==> config.mk <==
export PLATFORM = sky130hd
export DESIGN_NAME = ps2_key_ctrl
export DESIGN_NICKNAME = d
export VERILOG_FILES = /design/src/rtl/ps2_key_ctrl.sv
export SDC_FILE = /design/constraint.sdc
export NUM_CORES = 1
export LEC_CHECK = 0
export CAP_MARGIN = 30
export CORE_MARGIN = 10
export CORE_UTILIZATION = 44
export CTS_CLUSTER_DIAMETER = 150
export DETAILED_ROUTE_END_ITERATION = 7
export PLACE_DENSITY = 0.75
export SETUP_SLACK_MARGIN = 0.05
export SYNTH_ARGS = -nofsm -noshare
export SYNTH_HDL_FRONTEND = slang
export SYNTH_SLANG_ARGS = --single-unit
==> constraint.sdc <==
create_clock -name clk -period 1.7 [get_ports clk]
set_input_delay 0.34 -clock clk [delete_from_list [all_inputs] [get_ports clk]]
set_output_delay 0.34 -clock clk [all_outputs]
set_load 0.005 [all_outputs]
==> src/rtl/ps2_key_ctrl.sv <==
// PS/2 keyboard scan-code decoder: pops bytes from the keyboard FIFO and tracks
// the most recent make/break key, press count and event pulses.
module ps2_key_ctrl (
  input  logic       clk,
  input  logic       clrn,
  input  logic       ready,
  input  logic [7:0] data,
  input  logic       overflow,
  output logic       nextdata_n,
  output logic [7:0] key_code,
  output logic       key_ext,
  output logic       key_down,
  output logic [7:0] press_cnt,
  output logic       evt_valid,
  output logic       evt_break,
  output logic       ovf_seen
);

  localparam int unsigned BYTE_W  = 8;
  localparam logic [BYTE_W-1:0] EXT_PFX = 8'hE0;
  localparam logic [BYTE_W-1:0] BRK_PFX = 8'hF0;

  typedef enum logic [1:0] {IDLE, POP, SETTLE} state_t;

  state_t              r_state, w_state_nxt;
  logic [BYTE_W-1:0]   r_byte, w_byte_nxt;
  logic                r_ext_pend, w_ext_pend_nxt;
  logic                r_brk_pend, w_brk_pend_nxt;
  logic [BYTE_W-1:0]   r_key_code, w_key_code_nxt;
  logic                r_key_ext, w_key_ext_nxt;
  logic                r_key_down, w_key_down_nxt;
  logic [BYTE_W-1:0]   r_press_cnt, w_press_cnt_nxt;
  logic                r_evt_valid, w_evt_valid_nxt;
  logic                r_evt_break, w_evt_break_nxt;
  logic                r_nextdata_n, w_nextdata_n_nxt;
  logic                r_ovf_seen;
  logic                w_same_key;

  assign w_same_key = (r_byte == r_key_code) && (r_ext_pend == r_key_ext);

  // Next state and decode of the captured byte during POP
  always_comb begin
    w_state_nxt      = r_state;
    w_byte_nxt       = r_byte;
    w_ext_pend_nxt   = r_ext_pend;
    w_brk_pend_nxt   = r_brk_pend;
    w_key_code_nxt   = r_key_code;
    w_key_ext_nxt    = r_key_ext;
    w_key_down_nxt   = r_key_down;
    w_press_cnt_nxt  = r_press_cnt;
    w_evt_valid_nxt  = 1'b0;
    w_evt_break_nxt  = 1'b0;

    case (r_state)
      IDLE: begin
        if (ready) begin
          w_byte_nxt  = data;
          w_state_nxt = POP;
        end
      end
      POP: begin
        w_state_nxt = SETTLE;
        if (r_byte == EXT_PFX) begin
          w_ext_pend_nxt = 1'b1;
        end else if (r_byte == BRK_PFX) begin
          w_brk_pend_nxt = 1'b1;
        end else if (r_brk_pend) begin
          w_evt_valid_nxt = 1'b1;
          w_evt_break_nxt = 1'b1;
          if (w_same_key) w_key_down_nxt = 1'b0;
          w_ext_pend_nxt = 1'b0;
          w_brk_pend_nxt = 1'b0;
        end else if (r_key_down && w_same_key) begin
          // Typematic repeat: re-announce the make without counting a press
          w_evt_valid_nxt = 1'b1;
          w_ext_pend_nxt  = 1'b0;
        end else begin
          w_key_code_nxt  = r_byte;
          w_key_ext_nxt   = r_ext_pend;
          w_key_down_nxt  = 1'b1;
          w_press_cnt_nxt = r_press_cnt + BYTE_W'(1);
          w_evt_valid_nxt = 1'b1;
          w_ext_pend_nxt  = 1'b0;
        end
      end
      SETTLE:  w_state_nxt = IDLE;
      default: w_state_nxt = IDLE;
    endcase

    w_nextdata_n_nxt = (w_state_nxt != POP);
  end

  always_ff @(posedge clk or negedge clrn) begin
    if (!clrn) r_state <= IDLE;
    else       r_state <= w_state_nxt;
  end

  always_ff @(posedge clk or negedge clrn) begin
    if (!clrn) begin
      r_byte       <= '0;
      r_ext_pend   <= 1'b0;
      r_brk_pend   <= 1'b0;
      r_key_code   <= '0;
      r_key_ext    <= 1'b0;
      r_key_down   <= 1'b0;
      r_press_cnt  <= '0;
      r_evt_valid  <= 1'b0;
      r_evt_break  <= 1'b0;
      r_nextdata_n <= 1'b1;
      r_ovf_seen   <= 1'b0;
    end else begin
      r_byte       <= w_byte_nxt;
      r_ext_pend   <= w_ext_pend_nxt;
      r_brk_pend   <= w_brk_pend_nxt;
      r_key_code   <= w_key_code_nxt;
      r_key_ext    <= w_key_ext_nxt;
      r_key_down   <= w_key_down_nxt;
      r_press_cnt  <= w_press_cnt_nxt;
      r_evt_valid  <= w_evt_valid_nxt;
      r_evt_break  <= w_evt_break_nxt;
      r_nextdata_n <= w_nextdata_n_nxt;
      r_ovf_seen   <= r_ovf_seen | overflow;
    end
  end

  assign nextdata_n = r_nextdata_n;
  assign key_code   = r_key_code;
  assign key_ext    = r_key_ext;
  assign key_down   = r_key_down;
  assign press_cnt  = r_press_cnt;
  assign evt_valid  = r_evt_valid;
  assign evt_break  = r_evt_break;
  assign ovf_seen   = r_ovf_seen;

endmodule

# Word-level counts from Yosys, hierarchy flattened
# Cells that the tools add are included.
# word_totals
latch_bits,0
mem_bits_rw,0
memories,0
reg_bits,34
mem_bits_ro,0
input_bits,12
# classes
order_cmp,0
multipliers,0
div,0
n_bitwise,5
mux,15
add_sub_neg,1
n_shift,0
eq_ne,9
n_reduce_logical,8
# ops
cell,count
== test 8 bit (second input constant),2
two-way mux 1 bit,13
AND reduction 5 bit,2
adder 8 x 1 -> 8 bit (second input constant),1
== test 8 bit,1
AND reduction 2 bit,3
!= test 2 x 1 -> 1 bit (second input constant),2
!= test 2 bit (second input constant),2
inverter 1 bit,4
case mux 2 bit (2 select lines),1
== test 2 x 1 -> 1 bit (second input constant),1
logical AND 1 bit,2
logical NOT 2 bit,1
two-way mux 2 bit,1
== test 1 bit,1
OR 1 bit,1

# Longest topological paths before layout
# Gate-level depths: netlist of run 1.
# logic_depth
word_depth,5
ltp_mapped,6
ltp_nobuf,5

# Least setup slack after synthesis of run 1
# No wires, ideal clock.
# synth_path
kind,register -> register
start,"register r_key_ext, in the netlist key_ext"
end,"register r_key_code[4], in the netlist key_code[4]"
arrival_ns,1.645
path_slack_ns,-0.070
path_stages_with_launch,6
required_time_ns,1.575
n_path_buf,1
synth_period_minus_slack_ns,1.770
cell_sequence,dfrtp_1 xor2_1 nor4_2 a41oi_4 buf_6 mux2_4
# synth_between
elab_chain_len,5
# synth_rtl
item,line_no,source
"start, declared",30,"logic r_key_ext, w_key_ext_nxt;"
"start signal, assigned",116,r_key_ext <= w_key_ext_nxt;
== test 1 bit,39,assign w_same_key = (r_byte == r_key_code) && (r_ext_pend == r_key_ext);
logical AND 1 bit,39,
logical AND 1 bit,73,end else if (r_key_down && w_same_key) begin
inverter 1 bit (no source line),--,
AND reduction 5 bit (no source line),--,
"end signal, assigned",115,r_key_code <= w_key_code_nxt;
"end, declared",29,"logic [BYTE_W-1:0] r_key_code, w_key_code_nxt;"
# Every way passes these cells.
# A chain may end at the register's enable or synchronous reset.

# Final worst setup path of run 1
# layout_path
start,register r_byte[0]
end,"register r_key_code[4], in the netlist key_code[4]"
# layout_between
elab_chain_len,5
# layout_rtl
item,line_no,source
"start, declared",26,"logic [BYTE_W-1:0] r_byte, w_byte_nxt;"
"start signal, assigned",112,r_byte <= w_byte_nxt;
== test 8 bit,39,
logical AND 1 bit,39,
logical AND 1 bit,73,
inverter 1 bit (no source line),--,
AND reduction 5 bit (no source line) *,--,
# Mark *: on every way between the ends. The rest lies on a longest branch, timed or not.

==> results of run 1 <==
[what timing repair did]
| item | 4_1_cts | 5_1_grt |
|---|---|---|
| cloned | 0 | 0 |
| gates resized for setup | 5 | 8 |
| setup endpoints to repair | 18 | 26 |
| hold buffers | 0 | 0 |
| buffers inserted | 4 | 5 |
| pin swaps | 0 | 1 |
[area by class of cell]
| cell class | instances | area (um2) |
|---|---|---|
| clock buffer | 8 | 58.8 |
| fill | 261 | 1030 |
| inverter | 3 | 11.3 |
| multi-input combinational | 63 | 584 |
| sequential | 34 | 853 |
| tap | 44 | 55.1 |
| timing repair buffer | 54 | 510 |
[synth_stat cells, drive strengths merged]
master	instances
a21oi	2
a22o	1
a41oi	1
and2	2
and2b	1
and3	2
and4	1
buf	2
dfrtp	33
dfstp	1
ha	1
inv	3
mux2	18
nand2	1
nand2b	1
nand3	3
nand4	3
nand4b	1
nor2	2
nor3	1
nor3b	1
nor4	1
o211ai	1
o21a	1
or2	1
or3	1
xnor2	6
xor2	10
[report_power, final]
part | total [uW] | internal, uW | switching [uW]
registers | 1270 | 1060 | 213
clock network | 456 | 204 | 252
logic | 1240 | 772 | 472
[cell families after synthesis]
group	count (synthesis)	share of synthesized area, %
AOI/OAI and AO/OA	6	4.23
xor gates and xnor gates	16	9.66
adders and majority gates	1	0.863
buffers and inverters	5	1.81
DFF	34	58.8
muxes	18	14.8
and+or+nand+nor	22	9.92
[metal layers]
metal  wire [um]  GRT usage (%)  vias up
li1            -              -      471
met1        1310           12.9      477
met2        1520           17.2       21
met3         178           5.65        6
met4          41           3.28        0
met5           0              0        -
[critical path, delay by kind of cell, from the launching register on]
| kind | cells | cell delay (ns) |
|---|---|---|
| compound gates | 1 | 0.14 |
| xor+xnor | 1 | 0.18 |
| buf+inv | 2 | 0.36 |
| flops | 1 | 0.41 |
| mux | 1 | 0.29 |
| simple gates | 1 | 0.27 |
[through the flow]
| step | util, % | TNS [ns] | cells | power, uW |
|---|---|---|---|---|
| after floorplan | - | -0.182 | 102 | 1840 |
| after global placement | 62.0 | 0 | 189 | 2470 |
| after detailed placement | 62.0 | -0.153 | 189 | 2510 |
| after CTS | 64.7 | -0.212 | 201 | 2990 |
| after global routing | 66.8 | -1.56 | 206 | 3210 |
| final | 66.8 | -0.291 | 206 | 2970 |
[state kept, by name (all words and copies together), names as in the netlist]
name,cells
r_state,2
key_code,8
key_down,1
press_cnt,8
ovf_seen,1
evt_valid,1
nextdata_n,1
r_ext_pend,1
r_byte,8
evt_break,1
key_ext,1
r_brk_pend,1
[worst max-delay path by stage]
stage,endpoint,from,cells past startpoint,slack (ns)
floorplan,key_code[4],r_byte[0],5,-0.06
global route,key_code[4],r_byte[0],6,-0.14
CTS,key_code[4],r_byte[0],6,-0.04
detailed placement,key_code[6],r_byte[0],6,-0.03
finish,key_code[4],r_byte[0],6,-0.04
global placement,key_code[4],r_byte[0],6,0.01
==> impl_metrics.json, run 1 <==
{
  "grt_usage_pct": 11.0,
  "p_leak_uw": 0.000961,
  "crit_top_cell": "buf_4",
  "reg2regPathDepth": 6,
  "drt_first_iter_violations": 42,
  "cts_buffers": 5,
  "dieArea_um2": 5990,
  "violations": "negative setup slack",
  "rr_endpoint": "key_code[4]",
  "maxCapViolCount": 0,
  "synth_cells": 102,
  "grt_pass1_vias": 1031,
  "reg2reg_from": "r_byte[0]",
  "stdcell_area_um2": 2070,
  "cts_sinks": 34,
  "wl_per_cell_um": 14.8,
  "hpwl_mm": 2.24,
  "syn_to_final_growth_pct": 43.0,
  "clkLatencyLatePin_ns": 0.34,
  "final_nets": 174,
  "mostFrequentLayoutCell": "dfrtp_1",
  "synth_cell_type_count": 30,
  "grt-ovfl-total": 0,
  "yosysWarnings": 0,
  "cts_tree": "built",
  "syn_area_per_cell_um2": 14.2,
  "critPathKind": "flip-flop to flip-flop",
  "ys_seq_elements": 34,
  "setup_viol": 10,
  "yosysTopAreaCell": "dfrtp_1",
  "start_kind": "flip-flop",
  "syn_nets": 115,
  "ios": 34,
  "synth_area_leaders": "dfrtp_1, mux2_2, xor2_1",
  "worst_hold_slack_ns": 0.401,
  "diodes": 0,
  "antenna_found_initial": 0,
  "rows": 20,
  "slowest_delay_ns": 0.41,
  "setup_slack_ns": -0.0442,
  "cp_slowest_cell": "dfrtp_1",
  "rsz0062_at_grt": "true",
  "vias_per_cell": 4.73,
  "die-height_um": 77.4,
  "via_count": 975,
  "grt_max_degree": 35,
  "cts.root.buffer_cell": "clkbuf_4",
  "p_per_area_nw_per_um2": 1430,
  "wirelength_mm": 3.05,
  "max_clock_freq_ghz": 0.573,
  "crit_arrival_ns": 1.98,
  "core_um2": 3100,
  "drcViolationCount": 0,
  "ys_seq_area_share_pct": 58.8,
  "setup.worst_path.end_class": "flip-flop",
  "initial_core_util_pct": 46.7,
  "crit_chain": "xor2_1, nor4_2, buf_4, a41oi_4, buf_4, mux2_4",
  "grt_pass1_wl_mm": 5.28,
  "required_ns": 1.93,
  "fin_crit_ns": 1.74,
  "htreeDepth": 2,
  "finalHoldViolations": 0,
  "antenna_left": 0,
  "period_share_pct": 103,
  "status": "complete, but fails checks",
  "port-buffer-count": 33,
  "dr.pass1.iters": 2,
  "hp-class": "input pin to async pin",
  "report.final.slew_viol_count": 0,
  "synth_top_area_share_pct": 56.9,
  "skew_ns": 0.0125,
  "cts_buffer_depth": 2,
  "synth_area_um2": 1450,
  "ir_drop_uv": 643,
  "place.gp.congestion": 0.781,
  "slew_headroom_pct": 72.3,
  "tightest_slew_ns": 0.416,
  "dpl_cell_area_um2": 1920,
  "drive_gt1_share_pct": 32.7,
  "r2r_slack_ns": -0.04,
  "pre_cts_slack_ns": -0.0332,
  "chipWidth_um": 77.4,
  "final_cell_mix": "dfrtp_1, clkdlybuf4s50_1, buf_4",
  "path_clk_slew_ns": 0.10,
  "crit_path_max_fanout": 4
}
No activity file was read; power rests on OpenSTA's default activity.
==> inputs of run 2 (changes only) <==
--- a/config.mk
+++ b/config.mk
@@ -6,7 +6,7 @@
 export NUM_CORES = 1
 export LEC_CHECK = 0
 export CAP_MARGIN = 30
-export CORE_MARGIN = 10
+export CORE_MARGIN = 3
 export CORE_UTILIZATION = 44
 export CTS_CLUSTER_DIAMETER = 150
 export DETAILED_ROUTE_END_ITERATION = 7
==> constraint.sdc (replaced) <==
create_clock -name clk -period 1.4 [get_ports clk]
set_input_delay 0.28 -clock clk [delete_from_list [all_inputs] [get_ports clk]]
set_output_delay 0.28 -clock clk [all_outputs]
set_load 0.005 [all_outputs]
==> run 2 against run 1 <==
Effect of this change:
- total power rose by 40%
- global-route usage rose by 7.5 points
- largest cell class unchanged
- critical endpoint is now key_code[6]
- highest routed layer unchanged
- via count rose by 13%
- utilization up 6.7 points
- maximum frequency is 2.9% lower
- critical path depth unchanged
- clock power up 23%
- the run still ends with negative setup slack left
- first-iteration DRC count down 14%
- clock skew shrank 0.0025 ns
- sequential share of layout area shrank 3.8 points
- clock-buffer cell count down 1
- register-to-register slack worse by 0.35 ns
==> impl_metrics.json, run 2 (same netlist as run 1, synthesis figures left out) <==
{
  "ir_drop_uv": 1030,
  "clock_power_share_pct": 13.5,
  "grt_max_degree": 35,
  "critPathBufInv": 2,
  "cp_slowest_cell": "dfrtp_1",
  "p_sw_share_pct": 32.3,
  "cts_buffer_depth": 2,
  "setup_viol": 18,
  "place.gp.congestion": 0.727,
  "cts.root.buffer_cell": "clkbuf_4",
  "crit_arrival_ns": 2.02,
  "crit_family": "flip-flops",
  "die-height_um": 63.4,
  "mostFrequentLayoutCell": "buf_4",
  "hpwl_mm": 2.29,
  "report.final.slew_viol_count": 0,
  "status": "complete, but fails checks",
  "skew_ns": 0.00998,
  "wl_per_cell_um": 15.1,
  "htreeDepth": 2,
  "critPathKind": "flip-flop to flip-flop",
  "chipWidth_um": 63.4,
  "cts_tree": "built",
  "slew_headroom_pct": 78.6,
  "placed_cells": 205,
  "rsz0062_at_grt": "true",
  "initial_core_util_pct": 46.7,
  "syn_to_final_growth_pct": 57.3,
  "p_leak_uw": 0.00108,
  "clkLatencyLatePin_ns": 0.33,
  "dieArea_um2": 4020,
  "final_nets": 198,
  "cts_buffers": 5,
  "period_share_pct": 128,
  "fin_crit_ns": 1.80,
  "p_seq_share_pct": 36.4,
  "wirelength_mm": 3.48,
  "dr.pass1.iters": 4,
  "drive_gt1_share_pct": 50.5,
  "start_kind": "flip-flop",
  "grt_pass1_vias": 1158,
  "finalHoldViolations": 0,
  "antenna_found_initial": 0,
  "slowest_delay_ns": 0.41,
  "max_clock_freq_ghz": 0.556,
  "p_per_area_nw_per_um2": 1820,
  "crit_chain": "xor2_1, nor4_2, buf_4, a41oi_4, buf_12, mux2_4",
  "drcViolationCount": 0,
  "drt_first_iter_violations": 36,
  "final_cells": 230,
  "violations": "negative setup slack",
  "tightest_slew_ns": 0.320,
  "grt_usage_pct": 18.5,
  "path_clk_slew_ns": 0.10,
  "crit_path_max_fanout": 13,
  "cts_sinks": 34,
  "p_int_uw": 2810,
  "ios": 34,
  "hp-class": "input pin to async pin",
  "p_comb_share_pct": 50.2,
  "setup.worst_path.end_class": "flip-flop",
  "required_ns": 1.62,
  "pre_cts_slack_ns": -0.342,
  "antenna_left": 0,
  "grt_pass1_wl_mm": 5.55,
  "core_um2": 3100,
  "final_cell_mix": "buf_4, dfrtp_1, mux2_2",
  "port-buffer-count": 33,
  "maxCapViolCount": 0,
  "via_count": 1101,
  "grt-ovfl-total": 0,
  "setup_slack_ns": -0.397,
  "vias_per_cell": 4.79,
  "diodes": 0,
  "rows": 20,
  "power.switching_uw": 1340
}
-- run 2: cell types whose count changed in the layout (fill, tap and decap cells not counted), moves of 2 or more --
cell	delta
buf_4	+14
buf_2	+2
clkbuf_2	+5
buf_6	+12
nand3_2	+2
nand3_1	-2
dlygate4sd2_1	+8
dlymetal6s2s_1	-6
clkdlybuf4s50_1	-12
-- run 2: repair_timing --
action                                  CTS  global route
resized for setup                        55            19
pin swaps                                 3             5
setup buffers                            14             5
cloned                                    0             1
hold buffers                              0             0
endpoints found under the setup margin   42            35
-- run 2: area by class of cell --
class / count / area (um2)
Sequential cell: 34 / 852
Timing Repair Buffer: 78 / 681
Multi-Input combinational cell: 63 / 622
Inverter: 3 / 11.3
Fill cell: 232 / 822
Clock inverter: 1 / 5.00
Clock buffer: 7 / 55.1
Tap cell: 44 / 55.1
-- run 2: worst paths after layout --
| path | startpoint | to | slack (ns) | depth (start not counted) |
|---|---|---|---|---|
| min reg2reg | ovf_seen | ovf_seen | 0.46 | 1 |
| max in group asynchronous | clrn | nextdata_n | 0.84 | 2 |
| max | key_ext | key_code[6] | -0.40 | 6 |
| min | clrn | evt_valid | 0.30 | 2 |
| max reg2reg | key_ext | key_code[6] | -0.40 | 6 |
| min in group clk | ovf_seen | ovf_seen | 0.46 | 1 |
-- run 2: power by group through the flow --
stage	Combinational [uW]	Sequential (uW)	Clock [uW]
floorplan	662	1580	0
global placement	1700	1540	0
global route	2260	1550	626
CTS	1960	1490	577
finish	2080	1510	559
detailed placement	1760	1560	0
-- run 2: metal layers --
layer | GRT usage [%] | part of all wire (%)
met3 | 4.99 | 3.9
met4 | 8.89 | 2.2
met5 | 0 | 0
met1 | 21.3 | 40
met2 | 31.7 | 54
-- run 2: per-stage QoR --
step	utilization, %	TNS [ns]	hold slack (ns)	cell area, um2	power (uW)
final	73.5	-5.93	0.299	2280	4150
after global routing	73.5	-7.76	0.305	2280	4430
after floorplan	-	-3.95	-0.0156	1450	2240
after detailed placement	66.3	-6.91	0.454	2060	3320
after CTS	71.5	-5.44	0.318	2220	4030
after global placement	66.3	-5.37	0.449	2060	3240
